--- config.mk ---
export PLATFORM = sky130hd
export DESIGN_NAME = mem_port_arbiter_flat
export DESIGN_NICKNAME = d
export VERILOG_FILES = /design/src/rtl/mem_port_arbiter_if.sv /design/src/rtl/mem_port_arbiter.sv /design/src/flat_wrapper.sv
export SDC_FILE = /design/constraint.sdc
export NUM_CORES = 1
export LEC_CHECK = 0
export ABC_AREA = 1
export CAP_MARGIN = 0
export CORE_MARGIN = 1
export CORE_UTILIZATION = 35
export CTS_BUF_LIST = sky130_fd_sc_hd__clkbuf_8 sky130_fd_sc_hd__clkbuf_16
export CTS_CLUSTER_SIZE = 24
export DETAILED_ROUTE_END_ITERATION = 10
export PLACE_DENSITY = 0.81
export SYNTH_ARGS = -nofsm -noshare
export SYNTH_HDL_FRONTEND = slang
export SYNTH_SLANG_ARGS = --single-unit
--- constraint.sdc ---
create_clock -name clk -period 1.9 [get_ports clk]
set_input_delay 0.38 -clock clk [delete_from_list [all_inputs] [get_ports clk]]
set_output_delay 0.38 -clock clk [all_outputs]
set_load 0.02 [all_outputs]
--- src/rtl/mem_port_arbiter_if.sv ---
// Bundles the fetch, data and backing-memory handshake signals of mem_port_arbiter.
// slave = arbiter view; master = stage/memory-model view.
interface mem_port_arbiter_if #(
    parameter int ADDR_WIDTH = 32,
    parameter int DATA_WIDTH = 32
);
    logic                      if_req;
    logic [ADDR_WIDTH-1:0]     if_addr;
    logic                      if_gnt;
    logic                      if_rvalid;
    logic [DATA_WIDTH-1:0]     if_rdata;

    logic                      dm_req;
    logic                      dm_we;
    logic [ADDR_WIDTH-1:0]     dm_addr;
    logic [DATA_WIDTH-1:0]     dm_wdata;
    logic [DATA_WIDTH/8-1:0]   dm_be;
    logic                      dm_gnt;
    logic                      dm_rvalid;
    logic [DATA_WIDTH-1:0]     dm_rdata;

    logic                      mem_req;
    logic                      mem_we;
    logic [ADDR_WIDTH-1:0]     mem_addr;
    logic [DATA_WIDTH-1:0]     mem_wdata;
    logic [DATA_WIDTH/8-1:0]   mem_be;
    logic                      mem_gnt;
    logic                      mem_rvalid;
    logic [DATA_WIDTH-1:0]     mem_rdata;

    modport slave (
        input  if_req, if_addr,
        output if_gnt, if_rvalid, if_rdata,
        input  dm_req, dm_we, dm_addr, dm_wdata, dm_be,
        output dm_gnt, dm_rvalid, dm_rdata,
        output mem_req, mem_we, mem_addr, mem_wdata, mem_be,
        input  mem_gnt, mem_rvalid, mem_rdata
    );

    modport master (
        output if_req, if_addr,
        input  if_gnt, if_rvalid, if_rdata,
        output dm_req, dm_we, dm_addr, dm_wdata, dm_be,
        input  dm_gnt, dm_rvalid, dm_rdata,
        input  mem_req, mem_we, mem_addr, mem_wdata, mem_be,
        output mem_gnt, mem_rvalid, mem_rdata
    );
endinterface

--- src/rtl/mem_port_arbiter.sv ---
// Fetch/data arbiter in front of one single-ported memory; data has priority, a starvation
// counter forces fetch through. Define MEM_ARB_STATS_EN to add grant/conflict statistics.
module mem_port_arbiter #(
    parameter int ADDR_WIDTH   = 32,
    parameter int DATA_WIDTH   = 32,
    parameter int STARVE_LIMIT = 4
) (
    input  logic              clk,
    input  logic              rst,
    mem_port_arbiter_if.slave bus
`ifdef MEM_ARB_STATS_EN
    ,
    output logic [31:0]       stat_if_grants,
    output logic [31:0]       stat_dm_grants,
    output logic [31:0]       stat_conflicts
`endif
);
    localparam logic [7:0] LIMIT = 8'(STARVE_LIMIT);

    typedef enum logic [2:0] {IDLE, HOLD_IF, HOLD_DM, WAIT_IF, WAIT_DM} state_e;

    state_e                state_q, state_d;
    logic [7:0]            starve_q, starve_d;
    logic                  dm_we_q, dm_we_d;
    logic                  if_rvalid_q, if_rvalid_d;
    logic                  dm_rvalid_q, dm_rvalid_d;
    logic [DATA_WIDTH-1:0] if_rdata_q, if_rdata_d;
    logic [DATA_WIDTH-1:0] dm_rdata_q, dm_rdata_d;

    logic                  sel_if, sel_dm;
    logic                  if_hs, dm_hs;
    logic [ADDR_WIDTH-1:0] addr_mux;

    // Port selection: free choice in IDLE, locked in HOLD_x so a late requester cannot steal it.
    always_comb begin
        // NOTE: every always_comb output gets a default first so no path infers a latch.
        sel_if = 1'b0;
        sel_dm = 1'b0;
        case (state_q)
            IDLE: begin
                if (bus.dm_req && !(bus.if_req && starve_q >= LIMIT)) sel_dm = 1'b1;
                else if (bus.if_req)                                  sel_if = 1'b1;
            end
            HOLD_IF: sel_if = 1'b1;
            HOLD_DM: sel_dm = 1'b1;
            default: ;
        endcase
    end

    always_comb begin
        addr_mux = '0;
        if (sel_dm)      addr_mux = bus.dm_addr;
        else if (sel_if) addr_mux = bus.if_addr;
    end

    assign if_hs         = sel_if & bus.mem_gnt;
    assign dm_hs         = sel_dm & bus.mem_gnt;

    assign bus.mem_req   = sel_if | sel_dm;
    assign bus.mem_we    = sel_dm & bus.dm_we;
    assign bus.mem_addr  = addr_mux;
    assign bus.mem_wdata = sel_dm ? bus.dm_wdata : '0;
    assign bus.mem_be    = sel_dm ? bus.dm_be : (sel_if ? '1 : '0);
    assign bus.if_gnt    = if_hs;
    assign bus.dm_gnt    = dm_hs;

    assign bus.if_rvalid = if_rvalid_q;
    assign bus.if_rdata  = if_rdata_q;
    assign bus.dm_rvalid = dm_rvalid_q;
    assign bus.dm_rdata  = dm_rdata_q;

    always_comb begin
        state_d     = state_q;
        starve_d    = starve_q;
        dm_we_d     = dm_we_q;
        if_rvalid_d = 1'b0;
        dm_rvalid_d = 1'b0;
        if_rdata_d  = if_rdata_q;
        dm_rdata_d  = dm_rdata_q;

        case (state_q)
            IDLE, HOLD_IF, HOLD_DM: begin
                if (if_hs) begin
                    state_d = WAIT_IF;
                end else if (dm_hs) begin
                    state_d = WAIT_DM;
                    dm_we_d = bus.dm_we;
                end else if (sel_if) begin
                    state_d = HOLD_IF;
                end else if (sel_dm) begin
                    state_d = HOLD_DM;
                end
            end
            WAIT_IF: begin
                if (bus.mem_rvalid) begin
                    state_d     = IDLE;
                    if_rvalid_d = 1'b1;
                    if_rdata_d  = bus.mem_rdata;
                end
            end
            WAIT_DM: begin
                if (bus.mem_rvalid) begin
                    state_d     = IDLE;
                    dm_rvalid_d = 1'b1;
                    dm_rdata_d  = dm_we_q ? '0 : bus.mem_rdata;
                end
            end
            default: state_d = IDLE;
        endcase

        // Data wins only while fetch waits count toward starvation.
        if (if_hs) begin
            starve_d = '0;
        end else if (dm_hs) begin
            if (!bus.if_req)          starve_d = '0;
            else if (starve_q < LIMIT) starve_d = starve_q + 8'd1;
        end
    end

    always_ff @(posedge clk or negedge rst) begin
        // NOTE: sequential state uses non-blocking (<=) so all flops update from pre-edge values.
        if (!rst) begin
            state_q     <= IDLE;
            starve_q    <= '0;
            dm_we_q     <= 1'b0;
            if_rvalid_q <= 1'b0;
            dm_rvalid_q <= 1'b0;
            if_rdata_q  <= '0;
            dm_rdata_q  <= '0;
        end else begin
            state_q     <= state_d;
            starve_q    <= starve_d;
            dm_we_q     <= dm_we_d;
            if_rvalid_q <= if_rvalid_d;
            dm_rvalid_q <= dm_rvalid_d;
            if_rdata_q  <= if_rdata_d;
            dm_rdata_q  <= dm_rdata_d;
        end
    end

`ifdef MEM_ARB_STATS_EN
    logic [31:0] stat_if_q, stat_if_d;
    logic [31:0] stat_dm_q, stat_dm_d;
    logic [31:0] stat_cf_q, stat_cf_d;

    always_comb begin
        stat_if_d = stat_if_q;
        stat_dm_d = stat_dm_q;
        stat_cf_d = stat_cf_q;
        if (if_hs && stat_if_q != '1) stat_if_d = stat_if_q + 32'd1;
        if (dm_hs && stat_dm_q != '1) stat_dm_d = stat_dm_q + 32'd1;
        if ((sel_if || sel_dm) && bus.if_req && bus.dm_req && stat_cf_q != '1)
            stat_cf_d = stat_cf_q + 32'd1;
    end

    always_ff @(posedge clk or negedge rst) begin
        if (!rst) begin
            stat_if_q <= '0;
            stat_dm_q <= '0;
            stat_cf_q <= '0;
        end else begin
            stat_if_q <= stat_if_d;
            stat_dm_q <= stat_dm_d;
            stat_cf_q <= stat_cf_d;
        end
    end

    assign stat_if_grants = stat_if_q;
    assign stat_dm_grants = stat_dm_q;
    assign stat_conflicts = stat_cf_q;
`endif
endmodule

--- src/flat_wrapper.sv ---
// flat-port wrapper written by rule: the top's interface ports become plain ports
module mem_port_arbiter_flat 
#(
    parameter int ADDR_WIDTH   = 32,
    parameter int DATA_WIDTH   = 32,
    parameter int STARVE_LIMIT = 4
)
  (clk, rst, bus_if_req, bus_if_addr, bus_if_gnt, bus_if_rvalid, bus_if_rdata, bus_dm_req, bus_dm_we, bus_dm_addr, bus_dm_wdata, bus_dm_be, bus_dm_gnt, bus_dm_rvalid, bus_dm_rdata, bus_mem_req, bus_mem_we, bus_mem_addr, bus_mem_wdata, bus_mem_be, bus_mem_gnt, bus_mem_rvalid, bus_mem_rdata);
  mem_port_arbiter_if #(.ADDR_WIDTH(ADDR_WIDTH), .DATA_WIDTH(DATA_WIDTH)) bus_i ();
  input  logic clk;
  input  logic rst;
  input wire logic [$bits(bus_i.if_req)-1:0] bus_if_req;
  input wire logic [$bits(bus_i.if_addr)-1:0] bus_if_addr;
  output wire logic [$bits(bus_i.if_gnt)-1:0] bus_if_gnt;
  output wire logic [$bits(bus_i.if_rvalid)-1:0] bus_if_rvalid;
  output wire logic [$bits(bus_i.if_rdata)-1:0] bus_if_rdata;
  input wire logic [$bits(bus_i.dm_req)-1:0] bus_dm_req;
  input wire logic [$bits(bus_i.dm_we)-1:0] bus_dm_we;
  input wire logic [$bits(bus_i.dm_addr)-1:0] bus_dm_addr;
  input wire logic [$bits(bus_i.dm_wdata)-1:0] bus_dm_wdata;
  input wire logic [$bits(bus_i.dm_be)-1:0] bus_dm_be;
  output wire logic [$bits(bus_i.dm_gnt)-1:0] bus_dm_gnt;
  output wire logic [$bits(bus_i.dm_rvalid)-1:0] bus_dm_rvalid;
  output wire logic [$bits(bus_i.dm_rdata)-1:0] bus_dm_rdata;
  output wire logic [$bits(bus_i.mem_req)-1:0] bus_mem_req;
  output wire logic [$bits(bus_i.mem_we)-1:0] bus_mem_we;
  output wire logic [$bits(bus_i.mem_addr)-1:0] bus_mem_addr;
  output wire logic [$bits(bus_i.mem_wdata)-1:0] bus_mem_wdata;
  output wire logic [$bits(bus_i.mem_be)-1:0] bus_mem_be;
  input wire logic [$bits(bus_i.mem_gnt)-1:0] bus_mem_gnt;
  input wire logic [$bits(bus_i.mem_rvalid)-1:0] bus_mem_rvalid;
  input wire logic [$bits(bus_i.mem_rdata)-1:0] bus_mem_rdata;
  assign bus_i.if_req = bus_if_req;
  assign bus_i.if_addr = bus_if_addr;
  assign bus_if_gnt = bus_i.if_gnt;
  assign bus_if_rvalid = bus_i.if_rvalid;
  assign bus_if_rdata = bus_i.if_rdata;
  assign bus_i.dm_req = bus_dm_req;
  assign bus_i.dm_we = bus_dm_we;
  assign bus_i.dm_addr = bus_dm_addr;
  assign bus_i.dm_wdata = bus_dm_wdata;
  assign bus_i.dm_be = bus_dm_be;
  assign bus_dm_gnt = bus_i.dm_gnt;
  assign bus_dm_rvalid = bus_i.dm_rvalid;
  assign bus_dm_rdata = bus_i.dm_rdata;
  assign bus_mem_req = bus_i.mem_req;
  assign bus_mem_we = bus_i.mem_we;
  assign bus_mem_addr = bus_i.mem_addr;
  assign bus_mem_wdata = bus_i.mem_wdata;
  assign bus_mem_be = bus_i.mem_be;
  assign bus_i.mem_gnt = bus_mem_gnt;
  assign bus_i.mem_rvalid = bus_mem_rvalid;
  assign bus_i.mem_rdata = bus_mem_rdata;
  mem_port_arbiter #(.ADDR_WIDTH(ADDR_WIDTH), .DATA_WIDTH(DATA_WIDTH), .STARVE_LIMIT(STARVE_LIMIT)) u_core (.clk(clk), .rst(rst), .bus(bus_i));
endmodule
==> results.cfg <==
[pwr]
sw_frac_of_total = 0.455
p_switching_uw = 6400
seqPwrFrac = 0.196
p_leak_uw = 0.00397
p_per_area_nw_per_um2 = 1740
pwr-share-clk = 0.096
vdd_drop_max_uv = 1090
power.internal_uw = 7660
comb_power_share = 0.708

[timing]
fin_crit_sh = 1.23
maxSlewViolCount = 0
finalSetupViolCount = 72
rsz0062_at_grt = true
fin_worst_skew_ps = 7.53
fmax_ghz = 0.427
fin_crit_ps = 2340
tightestPinTransition_ps = 507
worst_slack_ps = -441
slew-limit-headroom = 0.662
fin_hold_ws_ps = 6.04
tns_ps = -23320
hold_violations = 0

[clocking]
clock_sinks = 78
clockBufferDepth = 2
cts_root_buf = clkbuf_8
numCtsBuffers = 9
clk_latency_ps = 340
path_clk_slew_ps = 80
postCtsHoldBufs = 0
htree_levels = 3
cts_tree = done

[global_routing]
met1_usage = 0.351
grt_start_max_net_pins = 39
use_met2 = 0.439
first_global_vias = 4764
grtUsageTotal = 0.271
top_usage_layer = met2
grt_pass1_wl_um = 24200
met3_usage = 0.0681
antenna_found_initial = 0
gr-total-overflow = 0

[die]
dieArea_um2 = 11700
start_util = 0.362
fp.dieW_um = 108
core_area_um2 = 10900
io_pins = 277
die_h_um = 108
fp-row-count = 38

[placed_design]
dp_hpwl_um = 11200
numPortBuffers = 276
gp_congestion = 0.821
post_dp_cell_area_um2 = 6990
post-place-ws_ps = -739

[cells_and_area]
syn_to_final_growth_pct = 105
fill_cells = 747
regArea_um2 = 1950
postLayoutCellArea_um2 = 8060
multi_input_area_um2 = 2010
insertedDiodeCount = 0
num-nets-final = 992
drive_gt1_frac = 0.270

[logic_synthesis]
postSynthCellCount = 546
synthesis.area_um2 = 3940
yosysSeqAreaShare = 0.496
synth-seq-cells = 78
ys.warnings.count = 0
syn-num-nets = 687
syn_avg_cell_area_um2 = 7.21
netlist-cell-type-count = 20

[routing]
post_drt_wl_per_cell_um = 18.1
final_antenna_net_count = 0
drt_iter0_drc = 466
drc_errors = 0
vias = 4996
viasPerCell = 5.02
wl_um = 18000
drtPass1Iterations = 8

[setup_path]
crit_required_ps = 1520
worstPathArrival_ps = 1960
endpoint_kind = output pin
critPathKind = input pin to output pin
cp-start-kind = input pin
path_max_fanout = 8

[run_status]
violations = setup timing
outcome = finished with violations

[flow_run]
drv_cap = 0

[hold_path]
hold_class = input pin to asynchronous set/reset pin
registers in the layout (all words and copies together), names as in the netlist:
signal	cells
u_core.starve_q	8
u_core.state_q	3
u_core.bus.dm_rdata	32
u_core.bus.dm_rvalid	1
u_core.bus.if_rdata	32
u_core.dm_we_q	1
u_core.bus.if_rvalid	1
timing repair:
action,in CTS,in global routing
buffers inserted,6,1
cloned,6,6
pin swaps,16,16
hold endpoints to repair,0,0
setup endpoints to repair,72,75
gates resized for setup,444,99
worst max-delay path, cell delays in order:
cell and delay (ps):
clkdlybuf4s50_1 540, inv_1 70, o21bai_1 230, nand2_2 140, buf_12 170, buf_16 150
nand3_2 60, nand2_1 70, buf_6 140
cell type report:
cell class                      count  area share
Tap cell                          140      0.0217
Clock buffer                        9      0.0154
Clock inverter                      6      0.0109
Sequential cell                    78       0.242
Timing Repair Buffer              324       0.421
Inverter                           84      0.0391
Multi-Input combinational cell    354       0.250
layer usage:
| metal | share of wire | vias to the layer above |
|---|---|---|
| li1 | - | 2269 |
| met1 | 0.39 | 2399 |
| met2 | 0.49 | 264 |
| met3 | 0.086 | 64 |
| met4 | 0.033 | 0 |
| met5 | 0 | - |
stage by stage:
stage / power (µW) / cells / util
final: 14100 / 995 / 0.740
after global routing: 14800 / 995 / 0.740
after CTS: 12900 / 988 / 0.692
after detailed placement: 10500 / 961 / 0.642
after floorplan: 6500 / 546 / -
after global placement: 10300 / 961 / 0.642
layout by cell type (no fill, tap or decap), types with 14 or more instances in the layout:
cell	instances
clkdlybuf4s50_1	202
nand2_1	143
inv_1	81
dfrtp_1	78
nand3_1	55
buf_6	52
buf_4	41
o21ai_0	33
nand2_2	32
nor2_1	20
nor2_4	20
nand3_2	14
nand2_4	14
worst paths after layout:
path                                         startpoint                 endpoint  slack, ps  cells after the start
worst max-delay path                         bus_dm_req         bus_mem_addr[11]       -440                      9
worst min-delay path                                rst   u_core.bus.if_rdata[1]          6                      1
worst max register to register       u_core.starve_q[4]        u_core.state_q[1]         50                     11
worst min register to register  u_core.bus.if_rdata[21]  u_core.bus.if_rdata[21]        480                      2
max in group asynchronous                           rst   u_core.bus.if_rdata[4]       1300                      2
min in group clk                u_core.bus.if_rdata[21]  u_core.bus.if_rdata[21]        480                      2
power by group through the flow:
stage | clock network [µW] | logic [µW] | registers [µW]
global placement | 0 | 7560 | 2750
finish | 1340 | 9950 | 2760
floorplan | 0 | 2980 | 3530
detailed placement | 0 | 7680 | 2770
CTS | 1380 | 8760 | 2760
global route | 1450 | 10500 | 2830
cells by family after synthesis:
group | Yosys count | synth area share
DFF | 78 | 0.496
adders and majority gates | 2 | 0.00636
xor gates and xnor gates | 1 | 0.00223
buffers and inverters | 114 | 0.119
AOI/OAI and AO/OA | 40 | 0.0515
and+or+nand+nor | 311 | 0.325
Yosys cell counts, drive strengths merged:
cell    number  share of area
nand3       75          0.097
ha           2         0.0064
clkbuf      12          0.011
buf         18          0.027
a21oi        2         0.0025
nand2      190           0.18
o21ai       37          0.047
xor2         1         0.0022
nor3         2         0.0025
nor2        44          0.043
o21bai       1         0.0019
inv         84          0.080
dfrtp       78           0.50
Note: power is estimated with default switching activity, not from simulation.
